$ cat src/rtl/riscv_pkg.sv
// Shared types for the issue stage: target execute units, divider FSM states
// and small unit-classification helpers used by the scoreboard.
package riscv_pkg;

    typedef enum logic [2:0] {
        IU_ALU,
        IU_LOAD,
        IU_STORE,
        IU_MUL,
        IU_DIV,
        IU_CSR
    } issue_unit_t;

    typedef enum logic {
        DIV_IDLE,
        DIV_BUSY
    } div_state_t;

    // Units that produce a register result (STORE has no destination).
    function automatic logic unit_writes_rd(input issue_unit_t unit);
        return (unit != IU_STORE);
    endfunction

    // Multi-cycle producers; ALU/CSR results are forwarded and never tracked.
    function automatic logic unit_sets_pending(input issue_unit_t unit);
        return (unit == IU_LOAD) || (unit == IU_MUL) || (unit == IU_DIV);
    endfunction

    function automatic logic unit_is_lsu(input issue_unit_t unit);
        return (unit == IU_LOAD) || (unit == IU_STORE);
    endfunction

endpackage

$ cat src/rtl/lsu_credit_counter.sv
// Up/down counter of outstanding LSU operations, saturating at Max, with a
// full flag used by the issue logic as a structural hazard.
module lsu_credit_counter #(
    parameter int Max  = 2,
    parameter int CntW = $clog2(Max + 1)
) (
    input  logic            clk_i,
    input  logic            rst_ni,
    input  logic            inc_i,
    input  logic            dec_i,
    output logic [CntW-1:0] count_o,
    output logic            full_o
);

    logic [CntW-1:0] count_q;
    logic            dec_ok;

    // A retire with nothing outstanding is stray and must not wrap the count.
    assign dec_ok = dec_i && (count_q != '0);
    assign full_o = (count_q == CntW'(Max));
    assign count_o = count_q;

    always_ff @(posedge clk_i or negedge rst_ni) begin
        if (!rst_ni) begin
            count_q <= '0;
        end else if (inc_i && !dec_ok && !full_o) begin
            count_q <= count_q + CntW'(1);
        end else if (dec_ok && !inc_i) begin
            count_q <= count_q - CntW'(1);
        end
    end

endmodule

$ cat src/rtl/issue_scoreboard.sv
// Issue scoreboard: tracks in-flight register writes from multi-cycle units,
// detects RAW/WAW/structural hazards and sequences the single-op divider.
module issue_scoreboard
    import riscv_pkg::*;
#(
    parameter int NumRegs   = 32,
    parameter int RegWidth  = $clog2(NumRegs),
    parameter int MaxLsuOps = 2,
    parameter int LsuCntW   = $clog2(MaxLsuOps + 1)
) (
    input  logic                     clk_i,
    input  logic                     rst_ni,
    input  logic                     issue_valid_i,
    input  issue_unit_t              issue_unit_i,
    input  logic [1:0][RegWidth-1:0] issue_raddr_i,
    input  logic [1:0]               issue_rsel_i,
    input  logic [RegWidth-1:0]      issue_waddr_i,
    input  logic                     flush_i,
    input  logic                     lsu_wb_valid_i,
    input  logic [RegWidth-1:0]      lsu_wb_waddr_i,
    input  logic                     lsu_done_i,
    input  logic                     mul_wb_valid_i,
    input  logic [RegWidth-1:0]      mul_wb_waddr_i,
    input  logic                     div_wb_valid_i,
    input  logic [RegWidth-1:0]      div_wb_waddr_i,
    output logic                     decode_stall_o,
    output logic                     issue_fire_o,
    output logic [NumRegs-1:0]       pending_o,
    output logic                     div_busy_o,
    output logic [LsuCntW-1:0]       lsu_count_o
);

    logic [NumRegs-1:0] pending_q, pending_d;
    logic [NumRegs-1:0] clr, eff_pend;
    logic               raw_hazard, waw_hazard, struct_hazard;
    logic               writes_rd, is_div, is_lsu, lsu_full;
    logic               div_wb_ok;
    div_state_t         div_state_q, div_state_d;

    assign is_div     = (issue_unit_i == IU_DIV);
    assign is_lsu     = unit_is_lsu(issue_unit_i);
    assign writes_rd  = unit_writes_rd(issue_unit_i) && (issue_waddr_i != '0);
    assign div_busy_o = (div_state_q == DIV_BUSY);
    assign div_wb_ok  = div_wb_valid_i && div_busy_o;

    // Writebacks landing this cycle are visible to the decode instruction.
    always_comb begin
        clr = '0;
        if (lsu_wb_valid_i) clr[lsu_wb_waddr_i] = 1'b1;
        if (mul_wb_valid_i) clr[mul_wb_waddr_i] = 1'b1;
        if (div_wb_ok)      clr[div_wb_waddr_i] = 1'b1;
    end

    assign eff_pend = pending_q & ~clr;

    always_comb begin
        raw_hazard = 1'b0;
        for (int i = 0; i < 2; i++) begin
            if (issue_rsel_i[i] && eff_pend[issue_raddr_i[i]]) raw_hazard = 1'b1;
        end
    end

    assign waw_hazard    = writes_rd && eff_pend[issue_waddr_i];
    assign struct_hazard = (is_div && div_busy_o && !div_wb_valid_i)
                         || (is_lsu && lsu_full && !lsu_done_i);

    assign decode_stall_o = issue_valid_i && (raw_hazard || waw_hazard || struct_hazard);
    assign issue_fire_o   = issue_valid_i && !decode_stall_o && !flush_i;

    // The set is applied after the clears so a same-edge set of rd wins.
    always_comb begin
        pending_d = eff_pend;
        if (issue_fire_o && unit_sets_pending(issue_unit_i) && (issue_waddr_i != '0)) begin
            pending_d[issue_waddr_i] = 1'b1;
        end
        pending_d[0] = 1'b0;
    end

    always_ff @(posedge clk_i or negedge rst_ni) begin
        if (!rst_ni) begin
            pending_q <= '0;
        end else begin
            pending_q <= pending_d;
        end
    end

    assign pending_o = pending_q;

    always_ff @(posedge clk_i or negedge rst_ni) begin
        if (!rst_ni) begin
            div_state_q <= DIV_IDLE;
        end else begin
            div_state_q <= div_state_d;
        end
    end

    always_comb begin
        div_state_d = div_state_q;
        case (div_state_q)
            DIV_IDLE: if (issue_fire_o && is_div) div_state_d = DIV_BUSY;
            DIV_BUSY: if (div_wb_valid_i && !(issue_fire_o && is_div)) div_state_d = DIV_IDLE;
            default:  div_state_d = DIV_IDLE;
        endcase
    end

    lsu_credit_counter #(
        .Max  (MaxLsuOps),
        .CntW (LsuCntW)
    ) u_lsu_credit (
        .clk_i   (clk_i),
        .rst_ni  (rst_ni),
        .inc_i   (issue_fire_o && is_lsu),
        .dec_i   (lsu_done_i),
        .count_o (lsu_count_o),
        .full_o  (lsu_full)
    );

    // Protocol checks on the writeback/retire interfaces.
    always @(posedge clk_i) begin
        if (rst_ni) begin
            assert (!(div_wb_valid_i && !div_busy_o))
                else $error("issue_scoreboard: div writeback while divider idle");
            assert (!(lsu_done_i && lsu_count_o == '0))
                else $error("issue_scoreboard: lsu_done with no outstanding op");
            if (lsu_wb_valid_i) assert (pending_q[lsu_wb_waddr_i])
                else $warning("issue_scoreboard: lsu writeback to non-pending reg");
            if (mul_wb_valid_i) assert (pending_q[mul_wb_waddr_i])
                else $warning("issue_scoreboard: mul writeback to non-pending reg");
            if (div_wb_valid_i) assert (pending_q[div_wb_waddr_i] || div_wb_waddr_i == '0)
                else $warning("issue_scoreboard: div writeback to non-pending reg");
        end
    end

endmodule

$ cat config.mk
export PLATFORM = sky130hd
export DESIGN_NAME = issue_scoreboard
export DESIGN_NICKNAME = d
export VERILOG_FILES = /design/src/rtl/riscv_pkg.sv /design/src/rtl/lsu_credit_counter.sv /design/src/rtl/issue_scoreboard.sv
export SDC_FILE = /design/constraint.sdc
export NUM_CORES = 1
export LEC_CHECK = 0
export CAP_MARGIN = 20
export CORE_MARGIN = 3
export CORE_UTILIZATION = 52
export DETAILED_ROUTE_END_ITERATION = 8
export GPL_ROUTABILITY_DRIVEN = 0
export MAX_ROUTING_LAYER = met4
export PLACE_DENSITY = 0.83
export SLEW_MARGIN = 20
export SYNTH_ARGS = -nofsm -noshare
export SYNTH_HDL_FRONTEND = slang
export SYNTH_SLANG_ARGS = --single-unit
$ cat constraint.sdc
create_clock -name clk_i -period 3.6 [get_ports clk_i]
set_clock_uncertainty 0.1 [all_clocks]
set_input_delay 0.54 -clock clk_i [delete_from_list [all_inputs] [get_ports clk_i]]
set_output_delay 0.54 -clock clk_i [all_outputs]
set_load 0.01 [all_outputs]
==> results_tabular.tex, run 1 <==
\begin{tabular}{lr}
\hline
Metric & Value \\
\hline
\multicolumn{2}{l}{\textbf{Status}} \\
Outcome & did not finish \\
Exit stage & 5\_1\_grt \\
Run-stopping error & [ERROR GRT-0232] Routing congestion too high. Check the congestion heatmap in the GUI. \\
\multicolumn{2}{l}{\textbf{Synth}} \\
Async set or reset register ratio after synthesis & 1.00 \\
Largest cells by area after synthesis & dfrtp\_1 24\%, o31ai\_1 4.9\%, o22ai\_1 4.3\% \\
Share of Yosys cell area claimed by the top area cell type & 0.241 \\
Total of warnings raised by yosys & 0 \\
Main synth FF type & dfrtp\_1 \\
Average cell area after synthesis & 7.84 um\^{}2 \\
Cell area after technology mapping & 0.00353 mm\^{}2 \\
Sequential share of the synthesized area & 0.241 \\
Number of synthesized flops with an enable pin & 0 \\
Number of flip-flops and latches in the synthesized netlist & 34 \\
Synthesized instance count & 450 \\
Largest area contributor in the netlist & dfrtp\_1 \\
Synth unique cells & 77 \\
Syn nets & 493 \\
\multicolumn{2}{l}{\textbf{Floorplanning}} \\
Chip Height & 88.3 um \\
Count of pins on the block boundary & 80 \\
Initial core utilization & 0.546 \\
Overall die width & 88.3 um \\
Core Rows & 29 \\
\multicolumn{2}{l}{\textbf{Clock tree}} \\
Clock Sinks & 34 \\
CTS Buf Count & 5 \\
CTS HTree Levels & 2 \\
Clock tree root driver cell & clkbuf\_8 \\
Worst-case clock buffer depth & 2 \\
Hold bufs inserted after CTS & 0 \\
\multicolumn{2}{l}{\textbf{Global route}} \\
All-layer global routing usage & 0.793 \\
Remaining global-route overflow & 106 \\
Pin count of the biggest net entering global routing & 35 \\
\multicolumn{2}{l}{\textbf{Place}} \\
Number of port buffers & 78 \\
Post-detailed-placement half-perimeter wirelength & 13000 um \\
Post-detailed-placement cell area & 0.00535 mm\^{}2 \\
\multicolumn{2}{l}{\textbf{Timing}} \\
Worst\_ep grt & decode\_stall\_o \\
Worst endpoint type & output port \\
\hline
\end{tabular}
## synth_stat cells, types with 4 or more instances
library cell / count
nand2_1: 34
or4bb_1: 4
o22ai_1: 24
or3_1: 4
dfrtp_1: 34
or4b_1: 4
nor3_1: 16
clkbuf_1: 13
or2_2: 14
nand2b_1: 16
buf_6: 4
o31ai_1: 23
nor3b_1: 7
o21ai_0: 20
o31ai_2: 5
nor2_1: 39
nor2b_1: 7
a21oi_1: 4
o211ai_1: 13
nand3_1: 11
nor4_1: 12
o21bai_1: 6
inv_1: 18
nand4b_1: 8
o22a_1: 5
buf_2: 5
a2111oi_0: 5
o221ai_1: 5
nand3b_1: 7
and3_1: 4
nand4_1: 11
## layer usage
layer,global-route usage,overflow
met4,0.839,33
met2,0.961,69
met1,0.754,2
met3,0.598,2
met5,-,-
## logic make-up after synthesis
logic type / Yosys count / synth area share
buffers and inverters: 46 / 0.0610
AOI/OAI and AO/OA: 144 / 0.306
xor gates and xnor gates: 1 / 0.00248
muxes: 4 / 0.0149
and+or+nand+nor: 220 / 0.373
DFF: 34 / 0.241
other: 1 / 0.00106
## per-stage QoR
stage / instances / util / setup slack, ps
after global placement: 722 / 0.829 / -765
after floorplan: 450 / - / 318
after CTS: 739 / 0.899 / 36.4
after detailed placement: 722 / 0.829 / -900
## what timing repair did
action                     4_1_cts
resized for setup              136
pin swaps                       30
setup endpoints to repair        7
buffers inserted                 9
==> run 2, diff against run 1 <==
- CORE_UTILIZATION: 52 -> 40
- MAX_ROUTING_LAYER: met4 -> not set
- PLACE_DENSITY: 0.83 -> not set
- PLACE_DENSITY_LB_ADDON: not set -> 0.15
==> run 2 against run 1 <==
  * The flow now finishes, with violations (negative setup slack)
  * Synthesized cell count unchanged
  * Area after synthesis unchanged
==> results_tabular.tex, run 2 <==
\begin{tabular}{lr}
\hline
Metric & Value \\
\hline
\multicolumn{2}{l}{\textbf{Setup path}} \\
Reg2Reg Depth & 15 \\
Critical path buffers and inverters & 2 \\
Data required, critical path & 2960 ps \\
Internal reg-to-reg setup slack & 300 ps \\
Capturing element type of the critical path & output port \\
Maximum fanout encountered on the critical timing path & 4 \\
Type of the worst setup path & in -> out \\
Capturing point of the worst reg2reg path & pending\_o[1]\$\_DFF\_PN0\_ \\
Most numerous cell on the critical path & and3\_4 \\
Top Family by Delay on Critical Path & simple AND/OR/NAND/NOR gates \\
CP peak stage delay & 630 ps \\
Critical-path cell list & clkdlybuf4s50\_1 -> nand2\_1 -> nor3\_2 -> a2111oi\_2 -> nor4b\_2 -> or4b\_1 -> and3\_4 -> and3\_4 -> and2\_4 -> buf\_2 \\
Cell with the biggest individual delay on the critical path & clkdlybuf4s50\_1 \\
Reg-to-reg startpoint & div\_busy\_o\$\_DFF\_PN0\_ \\
Data arrival, critical path & 2980 ps \\
Nature of the critical path startpoint & input port \\
\multicolumn{2}{l}{\textbf{Finish}} \\
Largest register FFs & 31 \\
Ant diodes & 0 \\
Post-route core utilization & 0.707 \\
Most common library cell in the layout ignoring fill and taps & buf\_4 \\
Top library cells by usage in the layout, fill and taps aside & 152 x buf\_4, 58 x clkdlybuf4s50\_1, 34 x dfrtp\_1, 32 x nand2\_1, 32 x nor2\_1 \\
Net total in the final layout & 711 \\
Proportion of layout cells with a drive suffix above 1 & 0.416 \\
Final instance area & 0.00592 mm\^{}2 \\
Layout overhead on the synthesized area & 68.0\% \\
\multicolumn{2}{l}{\textbf{Global route}} \\
Number of antenna violations at the first check in global routing & 0 \\
All-layer global routing usage & 0.332 \\
Vias in the first global route & 4905 \\
Wire length of the first global-routing pass & 25900 um \\
Pin count of the biggest net entering global routing & 35 \\
Remaining global-route overflow & 0 \\
\multicolumn{2}{l}{\textbf{Clock tree}} \\
Worst-case clock buffer depth & 2 \\
Clock Sinks & 34 \\
Source-to-sink clock delay at the later pin of the worst-skew pair & 300 ps \\
Clock tree root driver cell & clkbuf\_8 \\
CTS HTree Levels & 2 \\
CTS tree & built \\
Hold bufs inserted after CTS & 0 \\
Clock transition time at the flip-flop clock pins of the worst setup and hold paths & 90 ps \\
CTS Buf Count & 5 \\
\multicolumn{2}{l}{\textbf{Synth}} \\
Largest area contributor in the netlist & dfrtp\_1 \\
Top cells by count, synth & 39 x nor2\_1, 34 x dfrtp\_1, 34 x nand2\_1 \\
Share of Yosys cell area claimed by the top area cell type & 0.241 \\
Cell area after technology mapping & 0.00353 mm\^{}2 \\
Syn nets & 493 \\
Sequential share of the synthesized area & 0.241 \\
Main synth FF type & dfrtp\_1 \\
Synth unique cells & 77 \\
Synthesized instance count & 450 \\
Average cell area after synthesis & 7.84 um\^{}2 \\
Largest cells by area after synthesis & dfrtp\_1 24\%, o31ai\_1 4.9\%, o22ai\_1 4.3\% \\
Number of synthesized flops with an enable pin & 0 \\
Number of flip-flops and latches in the synthesized netlist & 34 \\
Total of warnings raised by yosys & 0 \\
Async set or reset register ratio after synthesis & 1.00 \\
Most common cell in the synthesized netlist & nor2\_1 \\
\multicolumn{2}{l}{\textbf{Timing}} \\
Achievable Freq & 276 MHz \\
Number of max-slew violations in the final report & 0 \\
Count of final hold-check violations & 0 \\
Count of endpoints failing setup in the final report & 1 \\
Final Cycle Share & 1.01 \\
Min Clock Period, post-route & 3620 ps \\
Setup slack of the critical path after layout & -19.3 ps \\
Unrepaired setup endpoints after global routing & yes \\
\multicolumn{2}{l}{\textbf{Route}} \\
Count of nets left with antenna violations after detail routing & 0 \\
DR vias/cell & 6.57 \\
Avg WL per Cell & 21.9 um \\
Total wire length after detailed routing & 17000 um \\
Count of TritonRoute iterations in the first routing pass & 7 \\
Count of unresolved DRC violations after routing & 0 \\
Number of vias in the routed layout & 5086 \\
Drt first-iter violations & 635 \\
\multicolumn{2}{l}{\textbf{Place}} \\
Number of port buffers & 78 \\
Post-detailed-placement cell area & 0.00537 mm\^{}2 \\
Post-detailed-placement half-perimeter wirelength & 12800 um \\
\multicolumn{2}{l}{\textbf{Floorplanning}} \\
DIE AREA & 0.00998 mm\^{}2 \\
Initial core utilization & 0.421 \\
Chip Height & 99.9 um \\
Core Rows & 33 \\
Overall die width & 99.9 um \\
Count of pins on the block boundary & 80 \\
Core area & 0.00838 mm\^{}2 \\
\multicolumn{2}{l}{\textbf{Job}} \\
Max\_cap viols & 0 \\
\multicolumn{2}{l}{\textbf{Worst hold path}} \\
Worst Hold Class & in -> async \\
\multicolumn{2}{l}{\textbf{Power and ir drop}} \\
Worst ir drop on vdd & 0.161 mV \\
Power density over cell area & 213 mW/mm\^{}2 \\
Standby leakage power & 2.33 nW \\
\multicolumn{2}{l}{\textbf{Status}} \\
Outcome & finished with violations \\
Failing checks & negative setup slack \\
\hline
\end{tabular}
==> run 2: logic make-up after synthesis <==
kind of cell	Yosys count	synth area share
flops	34	0.241
buf+inv	46	0.0610
mux	4	0.0149
simple gates	220	0.373
other cells	1	0.00106
compound gates	144	0.306
xor+xnor	1	0.00248
==> run 2: metrics by stage <==
stage | worst slack (ps) | TNS (ps) | instances | hold WS [ps] | power, mW
after global placement | -855 | -8920 | 747 | 553 | 0.889
final | -19.3 | -19.3 | 774 | 554 | 1.26
after floorplan | 318 | 0 | 450 | 144 | 0.614
after global routing | -124 | -205 | 774 | 604 | 1.31
after detailed placement | -896 | -10410 | 747 | 594 | 0.896
after CTS | 2.09 | 0 | 770 | 561 | 1.23
==> run 2: layer usage <==
metal	part of all wire	routed length, um	GRT usage	vias up
met5	0	0	0	-
met4	0.064	1090	0.178	0
met3	0.12	2010	0.0591	98
met2	0.44	7490	0.515	409
met1	0.38	6390	0.439	2367
li1	-	-	-	2212
==> run 2: worst register-to-register path, cell delays in order (launching register included) <==
cell and delay [ps]:
dfrtp_1 440, nand4b_1 140, buf_4 180, buf_6 140, o21ai_1 220, nor2_2 110
a2111oi_1 430, nor4_1 90, a31oi_1 180, and3_4 210, buf_4 100, buf_4 90
buf_4 140, nand4_4 100, buf_4 210, o31ai_1 310
==> run 2: power breakdown <==
part           internal (mW)  total [mW]  switching (mW)
sequential             0.403       0.423          0.0198
combinational          0.261       0.535           0.274
clock                  0.137       0.304           0.167
==> run 2: timing repair <==
action	in CTS	in global routing
buffers inserted	15	5
resized for setup	131	42
endpoints found under the setup margin	9	2
hold endpoints to repair	0	0
pin swaps	34	21
==> run 2: area by class of cell <==
| type | count | area (um^2) |
|---|---|---|
| Multi-Input combinational cell | 370 | 2850 |
| Fill cell | 667 | 2460 |
| Timing Repair Buffer | 238 | 1930 |
| Sequential cell | 34 | 851 |
| Tap cell | 105 | 131 |
| Clock buffer | 6 | 72.6 |
| Inverter | 19 | 71.3 |
| Clock inverter | 2 | 13.8 |
==> run 2: worst max path at each step <==
stage	startpoint	to	cells after the start
floorplan	div_wb_waddr_i[4]	issue_fire_o	11
global placement	div_wb_valid_i	decode_stall_o	13
detailed placement	lsu_wb_valid_i	issue_fire_o	11
CTS	div_wb_waddr_i[2]	issue_fire_o	13
global route	mul_wb_waddr_i[2]	issue_fire_o	12
finish	issue_raddr_i[2]	issue_fire_o	10
Power figures use the tool's default switching activity.
==> run 3, diff against run 2 <==
- SLEW_MARGIN: 20 -> not set
==> results of run 3 <==
The final DEF is identical to that of run 2; final timing and power are the same.
==> run 4, diff against run 3 <==
- clock period: 3.6 -> 4.45 ns (I/O delays scaled with it)
==> run 4 against run 3 <==
  * The flow now finishes without violations
  * Die area unchanged
  * Clock power fell by 15%
  * Utilization fell by 8.6 points
  * Hold slack worse by 10 ps
  * First-iteration DRC count up 0.16%
  * Sequential cell count is the same
  * Count of clock-buffer cells in the layout unchanged
  * Highest routed layer unchanged
==> results_tabular.tex, run 4 (synthesis results as in run 2) <==
\begin{tabular}{lr}
\hline
Metric & Value \\
\hline
\multicolumn{2}{l}{\textbf{Timing}} \\
Count of final hold-check violations & 0 \\
Number of max-slew violations in the final report & 0 \\
Min Clock Period, post-route & 4330 ps \\
Tightest Pin Transition & 537 ps \\
Setup slack of the critical path after layout & 117 ps \\
Final-layout setup total negative slack & 0 ps \\
Achievable Freq & 231 MHz \\
Count of endpoints failing setup in the final report & 0 \\
Final Cycle Share & 0.974 \\
Minimum hold slack & 544 ps \\
Max-Slew Margin vs Limit & 0.641 \\
\multicolumn{2}{l}{\textbf{Route}} \\
Number of vias in the routed layout & 4692 \\
Count of unresolved DRC violations after routing & 0 \\
Count of TritonRoute iterations in the first routing pass & 6 \\
Total wire length after detailed routing & 15300 um \\
Avg WL per Cell & 21.8 um \\
DR vias/cell & 6.68 \\
Drt first-iter violations & 636 \\
Count of nets left with antenna violations after detail routing & 0 \\
\multicolumn{2}{l}{\textbf{Global route}} \\
All-layer global routing usage & 0.305 \\
Pin count of the biggest net entering global routing & 35 \\
Remaining global-route overflow & 0 \\
Vias in the first global route & 4445 \\
Number of antenna violations at the first check in global routing & 0 \\
Wire length of the first global-routing pass & 23700 um \\
\multicolumn{2}{l}{\textbf{Finish}} \\
Top library cells by usage in the layout, fill and taps aside & 86 x buf\_4, 63 x clkdlybuf4s50\_1, 37 x nor2\_1, 34 x dfrtp\_1, 32 x nand2\_1 \\
Total of fill cells in the finished design & 760 \\
Ant diodes & 0 \\
Largest register FFs & 31 \\
Number of cells in the finished layout apart from fillers & 702 \\
Area taken by multi-input logic gates & 0.00261 mm\^{}2 \\
Post-route core utilization & 0.621 \\
Net total in the final layout & 639 \\
Proportion of layout cells with a drive suffix above 1 & 0.261 \\
Final instance area & 0.00520 mm\^{}2 \\
Sequential cell area & 851 um\^{}2 \\
Layout overhead on the synthesized area & 47.6\% \\
Most common library cell in the layout ignoring fill and taps & buf\_4 \\
\multicolumn{2}{l}{\textbf{Setup path}} \\
Maximum fanout encountered on the critical timing path & 6 \\
Data required, critical path & 3680 ps \\
Most numerous cell on the critical path & buf\_4 \\
Type of the worst setup path & in -> out \\
Critical-path cell list & clkdlybuf4s50\_1 -> buf\_4 -> nand3b\_1 -> buf\_4 -> o21ai\_0 -> nor2\_1 -> a32oi\_1 -> o2111ai\_1 -> o311ai\_1 -> and3\_1 -> and3\_4 -> and2\_1 -> dlygate4sd2\_1 \\
Reg-to-reg startpoint & div\_busy\_o\$\_DFF\_PN0\_ \\
Nature of the critical path startpoint & input port \\
Crit path from & div\_wb\_waddr\_i[2] \\
CP peak stage delay & 520 ps \\
Capturing element type of the critical path & output port \\
Data arrival, critical path & 3570 ps \\
Cell with the biggest individual delay on the critical path & clkdlybuf4s50\_1 \\
\multicolumn{2}{l}{\textbf{Place}} \\
Post-detailed-placement cell area & 0.00495 mm\^{}2 \\
Cell count after placement & 692 \\
Post-detailed-placement half-perimeter wirelength & 11800 um \\
Post-Place Worst Slack & -312 ps \\
Number of port buffers & 78 \\
\multicolumn{2}{l}{\textbf{Clock tree}} \\
Clock tree root driver cell & clkbuf\_8 \\
Worst-case clock buffer depth & 2 \\
CTS HTree Levels & 2 \\
CTS tree & built \\
Source-to-sink clock delay at the later pin of the worst-skew pair & 300 ps \\
Clock Sinks & 34 \\
CTS Buf Count & 5 \\
Hold bufs inserted after CTS & 0 \\
Clock transition time at the flip-flop clock pins of the worst setup and hold paths & 90 ps \\
\multicolumn{2}{l}{\textbf{Power and ir drop}} \\
Post-layout power & 0.968 mW \\
Worst ir drop on vdd & 0.0982 mV \\
Standby leakage power & 1.97 nW \\
Power density over cell area & 186 mW/mm\^{}2 \\
\multicolumn{2}{l}{\textbf{Floorplanning}} \\
Core Rows & 33 \\
DIE AREA & 0.00998 mm\^{}2 \\
Count of pins on the block boundary & 80 \\
Overall die width & 99.9 um \\
Chip Height & 99.9 um \\
Core area & 0.00838 mm\^{}2 \\
Initial core utilization & 0.421 \\
\multicolumn{2}{l}{\textbf{Job}} \\
Max\_cap viols & 0 \\
\multicolumn{2}{l}{\textbf{Worst hold path}} \\
Origin of the worst min-delay path & pending\_o[4]\$\_DFF\_PN0\_ \\
Worst Hold Class & reg -> reg \\
\multicolumn{2}{l}{\textbf{Status}} \\
Outcome & finished clean \\
\hline
\end{tabular}
-- run 4: cell type report --
class / count / share of cell area
repair buffers: 166 / 0.278
inverters: 19 / 0.0137
clock buffers: 6 / 0.0159
flip-flops and latches: 34 / 0.163
clock inverters: 2 / 0.00240
well taps: 105 / 0.0252
multi-input cells: 370 / 0.501
-- run 4: final timing paths --
check | end | slack [ps] | cells after the start
setup / recovery | issue_fire_o | 120 | 13
hold / removal | pending_o[4]$_DFF_PN0_ | 540 | 2
setup reg to reg | pending_o[15]$_DFF_PN0_ | 1170 | 12
hold reg to reg | pending_o[4]$_DFF_PN0_ | 540 | 2
max in group asynchronous | pending_o[30]$_DFF_PN0_ | 3230 | 2
min in group asynchronous | pending_o[7]$_DFF_PN0_ | 680 | 2
-- run 4: repair_timing --
item                       in CTS  in global routing
setup endpoints to repair       2                  2
pin swaps                       4                  8
setup buffers                   1                  1
hold endpoints to repair        0                  0
resized for setup              39                 19
-- run 4: routing by layer --
layer  routed length [um]  up-vias  part of all wire  global-route usage
li1                     -     2065                 -                   -
met1                 6010     2169              0.39               0.408
met2                 6700      376              0.44               0.465
met3                 1820       82              0.12              0.0716
met4                  798        0             0.052               0.140
met5                    0        -                 0                   0
-- run 4: critical path, delay by kind of cell --
kind | cells | cell delay, ps
buffers and inverters | 4 | 1160
AOI/OAI and AO/OA | 4 | 880
and+or+nand+nor | 5 | 850
-- run 4: where the power goes --
part	switching (mW)	internal, mW	total [mW]
combinational	0.197	0.172	0.369
sequential	0.0143	0.326	0.340
clock	0.135	0.125	0.259
total	0.346	0.623	0.968
